==> src/rtl/decode.sv <==
// ---------------------------------------------------------------------------
// decode -- instruction-decode (ID) stage of the five-stage MIPS pipeline.
//
// Decodes the IF/ID instruction into WB/MEM/EX control fields, reads the
// 32x32 register file (which lives here and takes its write port from
// MEM/WB), sign-extends the immediate and registers everything into the
// ID/EX pipeline register.
//
// Build option:
//   DECODE_RF_BYPASS_EN  when defined, a register-file read that targets the
//                        register being written back in the same cycle
//                        returns the write-back data (write-through). When
//                        undefined, such a read returns the old stored value
//                        and the new value is seen one decode later.
// ---------------------------------------------------------------------------
module decode (
   input  logic        clk,
   input  logic        rst,
   input  logic        wb_reg_write,
   input  logic [4:0]  wb_write_reg_location,
   input  logic [31:0] mem_wb_write_data,
   input  logic [31:0] if_id_instr,
   input  logic [31:0] if_id_npc,
   output logic [1:0]  id_ex_wb,
   output logic [2:0]  id_ex_mem,
   output logic [3:0]  if_ex_execute,
   output logic [31:0] id_ex_npc,
   output logic [31:0] id_ex_readdat1,
   output logic [31:0] id_ex_readdat2,
   output logic [31:0] id_ex_sign_ext,
   output logic [4:0]  id_ex_instr_bits_2016,
   output logic [4:0]  id_ex_instr_bits_1511
);

   // Opcodes recognised by this stage; anything else decodes as a bubble.
   localparam logic [5:0] OP_RTYPE = 6'd0;
   localparam logic [5:0] OP_LW    = 6'd35;
   localparam logic [5:0] OP_SW    = 6'd43;
   localparam logic [5:0] OP_BEQ   = 6'd4;

   // Instruction fields.
   logic [5:0]  opcode_s;
   logic [4:0]  rs_s;
   logic [4:0]  rt_s;
   logic [4:0]  rd_s;
   logic [15:0] imm_s;

   // Decoded control fields.
   logic [1:0]  ctrl_wb_s;
   logic [2:0]  ctrl_mem_s;
   logic [3:0]  ctrl_ex_s;

   // Register file storage and read results. Entry 0 is held at zero and is
   // never written after reset, but reads of address 0 are forced to zero
   // anyway so the invariant does not depend on the storage contents.
   logic [31:0] rf_r [0:31];
   logic [31:0] read_data1_s;
   logic [31:0] read_data2_s;
   logic [31:0] sign_ext_s;
   logic        wb_write_en_s;

   // Replicate bit 15 of a 16-bit immediate into the upper half-word.
   function automatic logic [31:0] sign_extend16(input logic [15:0] imm);
      sign_extend16 = {{16{imm[15]}}, imm};
   endfunction

   // One register-file read port: zero for r0, optionally the in-flight
   // write-back value, otherwise the stored value.
   function automatic logic [31:0] rf_port(
      input logic [4:0]  addr,
      input logic [31:0] stored,
      input logic        wr_en,
      input logic [4:0]  wr_addr,
      input logic [31:0] wr_data
   );
      logic [31:0] result;
      if (addr == 5'd0) begin
         result = 32'd0;
      end
`ifdef DECODE_RF_BYPASS_EN
      else if (wr_en && (wr_addr == addr)) begin
         result = wr_data;
      end
`endif
      else begin
         result = stored;
      end
`ifndef DECODE_RF_BYPASS_EN
      // Without the bypass the write-port arguments do not affect the read.
      if (wr_en && (wr_addr == 5'd0) && (wr_data == 32'd0)) begin
         result = result;
      end
      else begin
         result = result;
      end
`endif
      return result;
   endfunction

   // Split the instruction into its fields.
   always_comb begin
      opcode_s = if_id_instr[31:26];
      rs_s     = if_id_instr[25:21];
      rt_s     = if_id_instr[20:16];
      rd_s     = if_id_instr[15:11];
      imm_s    = if_id_instr[15:0];
   end

   // Control decode on the opcode; unknown opcodes become a bubble.
   always_comb begin
      ctrl_wb_s  = 2'b00;
      ctrl_mem_s = 3'b000;
      ctrl_ex_s  = 4'b0000;
      case (opcode_s)
         OP_RTYPE: begin
            ctrl_wb_s  = 2'b10;
            ctrl_mem_s = 3'b000;
            ctrl_ex_s  = 4'b1100;
         end
         OP_LW: begin
            ctrl_wb_s  = 2'b11;
            ctrl_mem_s = 3'b010;
            ctrl_ex_s  = 4'b0001;
         end
         OP_SW: begin
            ctrl_wb_s  = 2'b00;
            ctrl_mem_s = 3'b001;
            ctrl_ex_s  = 4'b0001;
         end
         OP_BEQ: begin
            ctrl_wb_s  = 2'b00;
            ctrl_mem_s = 3'b100;
            ctrl_ex_s  = 4'b0010;
         end
         default: begin
            ctrl_wb_s  = 2'b00;
            ctrl_mem_s = 3'b000;
            ctrl_ex_s  = 4'b0000;
         end
      endcase
   end

   // Write-back is accepted only for non-zero destinations.
   always_comb begin
      if (wb_reg_write && (wb_write_reg_location != 5'd0)) begin
         wb_write_en_s = 1'b1;
      end
      else begin
         wb_write_en_s = 1'b0;
      end
   end

   // Two combinational read ports addressed by rs and rt.
   always_comb begin
      read_data1_s = rf_port(rs_s, rf_r[rs_s], wb_reg_write,
                             wb_write_reg_location, mem_wb_write_data);
      read_data2_s = rf_port(rt_s, rf_r[rt_s], wb_reg_write,
                             wb_write_reg_location, mem_wb_write_data);
   end

   // Immediate sign extension.
   always_comb begin
      sign_ext_s = sign_extend16(imm_s);
   end

   // Register file: reset loads register i with i; reset beats write-back.
   always_ff @(posedge clk) begin
      if (rst) begin
         for (int i = 0; i < 32; i++) begin
            rf_r[i] <= 32'(i);
         end
      end
      else if (wb_write_en_s) begin
         rf_r[wb_write_reg_location] <= mem_wb_write_data;
      end
   end

   // ID/EX pipeline register: cleared on reset, otherwise captures every cycle.
   always_ff @(posedge clk) begin
      if (rst) begin
         id_ex_wb              <= 2'b00;
         id_ex_mem             <= 3'b000;
         if_ex_execute         <= 4'b0000;
         id_ex_npc             <= 32'd0;
         id_ex_readdat1        <= 32'd0;
         id_ex_readdat2        <= 32'd0;
         id_ex_sign_ext        <= 32'd0;
         id_ex_instr_bits_2016 <= 5'd0;
         id_ex_instr_bits_1511 <= 5'd0;
      end
      else begin
         id_ex_wb              <= ctrl_wb_s;
         id_ex_mem             <= ctrl_mem_s;
         if_ex_execute         <= ctrl_ex_s;
         id_ex_npc             <= if_id_npc;
         id_ex_readdat1        <= read_data1_s;
         id_ex_readdat2        <= read_data2_s;
         id_ex_sign_ext        <= sign_ext_s;
         id_ex_instr_bits_2016 <= rt_s;
         id_ex_instr_bits_1511 <= rd_s;
      end
   end

endmodule

==> config.mk <==
export PLATFORM = sky130hd
export DESIGN_NAME = decode
export DESIGN_NICKNAME = d
export VERILOG_FILES = /design/src/rtl/decode.sv
export SDC_FILE = /design/constraint.sdc
export NUM_CORES = 2
export LEC_CHECK = 0
export CORE_MARGIN = 2
export CORE_UTILIZATION = 37
export DETAILED_ROUTE_END_ITERATION = 6
export HOLD_SLACK_MARGIN = 0.15
export PLACE_DENSITY = 0.49
export SLEW_MARGIN = 30
export SYNTH_ARGS = -nofsm -noshare
export SYNTH_HDL_FRONTEND = slang
export SYNTH_SLANG_ARGS = --single-unit
==> constraint.sdc <==
create_clock -name clk -period 2.59 [get_ports clk]
set_input_delay 0.518 -clock clk [delete_from_list [all_inputs] [get_ports clk]]
set_output_delay 0.518 -clock clk [all_outputs]
set_load 0.1 [all_outputs]
== Word level (Yosys, flattened, before mapping) ==
Memories as Yosys holds them, arrays and structs flattened. A register that Yosys moved wholly into a read port is not among the register bits.
Index checks and enable logic that the tools add are counted.
Operators by class
  equality and inequality tests: 3
  muxes and demuxes: 12
  reductions and logical operators: 9
Operator list (count)
  $mux W32: 1
  $reduce_or A32 Y1: 1
  $eq A6 B6 Y1 const B: 2
  $pmux W4 S3: 1
  $logic_not A5 Y1: 2
  $pmux W3 S3: 1
  $mux W1: 7
  $eq A6 B3 Y1 const B: 1
  $logic_not A6 Y1: 1
  $reduce_or A2 Y1: 3
  $mux W5: 1
  $reduce_bool A5 Y1: 1
  $pmux W2 S2: 1
  $logic_and A1 B1 Y1: 1
Storage, ports and cells
  register bits after elaboration: 67
  RAM bits: 1024
  input bits: 104
  word-level logic and storage cells: 32
  memories kept: 1
Memories
  rf_r: words 32, bits a word 32, rd ports 2, clocked after Yosys merged registers in 2, wr ports 32, line 56  | logic [31:0] rf_r [0:31];

== Depth between registers and ports, before layout ==
  depth in word-level cells: 8
  depth in mapped cells: 9
  mapped depth without buffers: 4

== Worst setup path after synthesis ==
OpenSTA, ideal clock, no wires.
  kind: input -> register
  start point: in wb_write_reg_location[2]
  end point: mem rf_r[19][0] (enable)
  library setup time: 0.375 ns
  arrival time: 1.868 ns
  path slack: 0.347 ns
  stages: 4
  path through: or3b_2 -> nor2_1 -> clkbuf_1 -> or2_2
RTL lines
  start: declaration: line 20  | input logic [4:0] wb_write_reg_location,
  end: declaration: line 56

==> flow_summary.ini <==
[worst_hold_path]
hold_depth = 2
min_path_type = input port to register
whs_endpoint = rf_r[0][3]
hp-start = rst

[routing]
route.detailed.drc = 0
vias_per_cell = 5.72
ant_nets = 0
dr.pass1.iters = 5
num_vias = 36100
drt_wl_total_microns = 206000
drtIter0Drc = 4444
wl_per_cell_microns = 32.6

[timing]
setup_ws_ps = 207
max_slew.worst_pin.slew_ps = 975
hold_viol_final = 0
fin_tns_setup_ps = 0
timing.hold.ws_ps = 262
max_slew_margin_pct = 34.9
timing.final.crit_share_pct = 92.0
fmax_mhz = 420
rsz0062_at_grt = false
skew_ps = 25.6
slew_violations = 0
setup_viol = 0
fin_crit_ps = 2380

[synthesis]
synthesis.instances = 3716
ys_ff_latch = 1148
async_flop_share_pct = 0
yosysUniqueCellTypes = 41
synth_edf_count = 1024
yosys_warnings = 0
yosysSeqAreaShare_pct = 58.0
synth.top_cell.area_share_pct = 53.7
synth_flop_cell = edfxtp_1
synth.avg_cell_area_sq_um = 15.4
synthTopCellsByArea = edfxtp_1, mux4_2, and2_1, mux2i_1, dfxtp_1
synth_area_sq_um = 57300
synth_top_cell_by_area = edfxtp_1

[finish]
final_cell_mix = edfxtp_1, and2_1, buf_4
area_growth_syn_to_layout_pct = 21.9
drive_above_1_share_pct = 31.1
mostFrequentLayoutCell = edfxtp_1
utilization_pct = 45.4
nets = 4256

[critical_path]
crit_required_ps = 3250
startpoint_type = register
r2r_start = rf_r[14][26]
path_cells = mux4_2, a22o_1, a2111oi_1, buf_4, nor3_1
worstPathArrival_ps = 3040
endpoint_kind = register
critPathKind = register to register
reg2reg_depth = 5
crit_family = compound AO/OA/AOI/OAI gates
reg2reg_to = id_ex_readdat2[26]
max_stage_delay_ps = 850
path_max_fanout = 2
crit_buf_inv = 1
cpMaxStageDelayCell = a2111oi_1
r2r_slack_ps = 210

[floorplanning]
io_pins = 251
core_area_sq_um = 154000
start_util_pct = 37.2
die_y_microns = 398
std_cell_rows = 144
fp.dieArea_sq_um = 158000
die_w_microns = 398

[power]
irDropWorstVdd_uv = 690
p_leak_nw = 25.1
power_density_nw_per_um2 = 682

[global_route]
grt-ovfl-total = 0
grt_pass1_wl_microns = 289000
grt_max_degree = 66
grt_usage_pct = 26.0
grt_pass1_vias = 36200
antenna_found_initial = 21

[outcome]
status = complete, no violations

[cts]
insertion_delay_ps = 770
clkTransAtPathRegs_ps = 60
htreeDepth = 4
numCtsBuffers = 135
cts_resized = 0
clock_path_buffers = 3
holdBufCountCts = 0
clock-sinks = 1148
cts_tree = yes
post_cts_buffers = 0
root_buffer = clkbuf_16

[placement]
pre_cts_ws_ps = -512
hpwl_microns = 138000
gp_congestion = 0.838
portBuffers = 250

[job]
drv_cap = 0
synthesized netlist by cell type, types with 2 or more instances:
master,instances
and2_1,914
nand3_1,2
and3_1,2
o22a_1,32
nand2_1,5
buf_4,35
o22ai_1,33
buf_6,15
nor2b_1,54
buf_2,61
dfxtp_1,124
a2111oi_2,16
a2111oi_0,16
buf_1,17
edfxtp_1,1024
or2_2,31
mux2i_1,254
a211oi_1,31
nor2_1,38
mux4_2,449
a22o_1,63
or3_1,81
nand3b_1,6
nor3_1,34
clkbuf_1,299
o221ai_1,63
or3b_2,3
report_power, final:
group,internal (mW),switching [mW],leakage (nW)
clock network,10.9,7.89,2.10
registers,21.2,0.647,10.8
logic,2.72,4.21,12.2
metrics by stage:
stage	total power, mW	instances	cell area [sq um]
finish	47.6	6316	69800
global route	49.0	6309	69800
CTS	47.9	6309	69800
floorplan	26.1	3747	57400
global placement	29.1	6059	65500
detailed placement	29.1	6059	65500
sequential cells by signal, indices dropped and copies added (netlist names):
register and count:
id_ex_instr_bits_2016 5, id_ex_mem 2, id_ex_npc 32, id_ex_readdat1 32, id_ex_readdat2 32, id_ex_sign_ext 16
id_ex_wb 2, if_ex_execute 3, rf_r 1024
cells by family (layout without fill, tap and decap cells):
| family | count (synthesis) | count (layout) | share of synthesized area [%] |
|---|---|---|---|
| AOI/OAI and AO/OA | 257 | 257 | 3.88 |
| and+or+nand+nor | 1178 | 1178 | 12.7 |
| buffers and inverters | 429 | 947 | 3.37 |
| other | 1 | 39 | 0.00654 |
| muxes | 703 | 703 | 22.1 |
| DFF | 1148 | 1148 | 58.0 |
metal layers:
layer	GRT usage, %	vias to the layer above	share of wire (%)	wire length, microns
met5	0	-	0	0
met4	4.91	0	1.6	3360
met3	4.42	228	7.3	15000
met2	40.0	1630	46	94100
met1	38.9	19100	45	93400
li1	-	15200	-	-
layout make-up:
class	instances	area, sq um
clock inverters	56	474
repair buffers	696	7190
clock buffers	194	3830
flip-flops and latches	1148	33200
inverters	1	3.75
well taps	2044	2560
fillers	13400	84000
diodes	7	17.5
multi-input cells	2170	22500
how the worst max path moves through the flow:
stage	slack [ps]	start	end	cells past startpoint
floorplan	350	wb_write_reg_location[2]	rf_r[19][0]	4
global placement	-660	if_id_instr[19]	id_ex_readdat2[26]	8
detailed placement	-510	if_id_instr[19]	id_ex_readdat2[15]	8
CTS	180	id_ex_readdat1[4]	id_ex_readdat1[4]	1
global route	140	id_ex_sign_ext[15]	id_ex_sign_ext[29]	1
finish	210	rf_r[14][26]	id_ex_readdat2[26]	5
worst register-to-register path: cells and delay by family (launching register included):
family                 cells  cell delay [ps]
buffers and inverters      1              230
and+or+nand+nor            1               40
AOI/OAI and AO/OA          2             1140
DFF                        1              390
muxes                      1              480
Power figures use the tool's default switching activity.
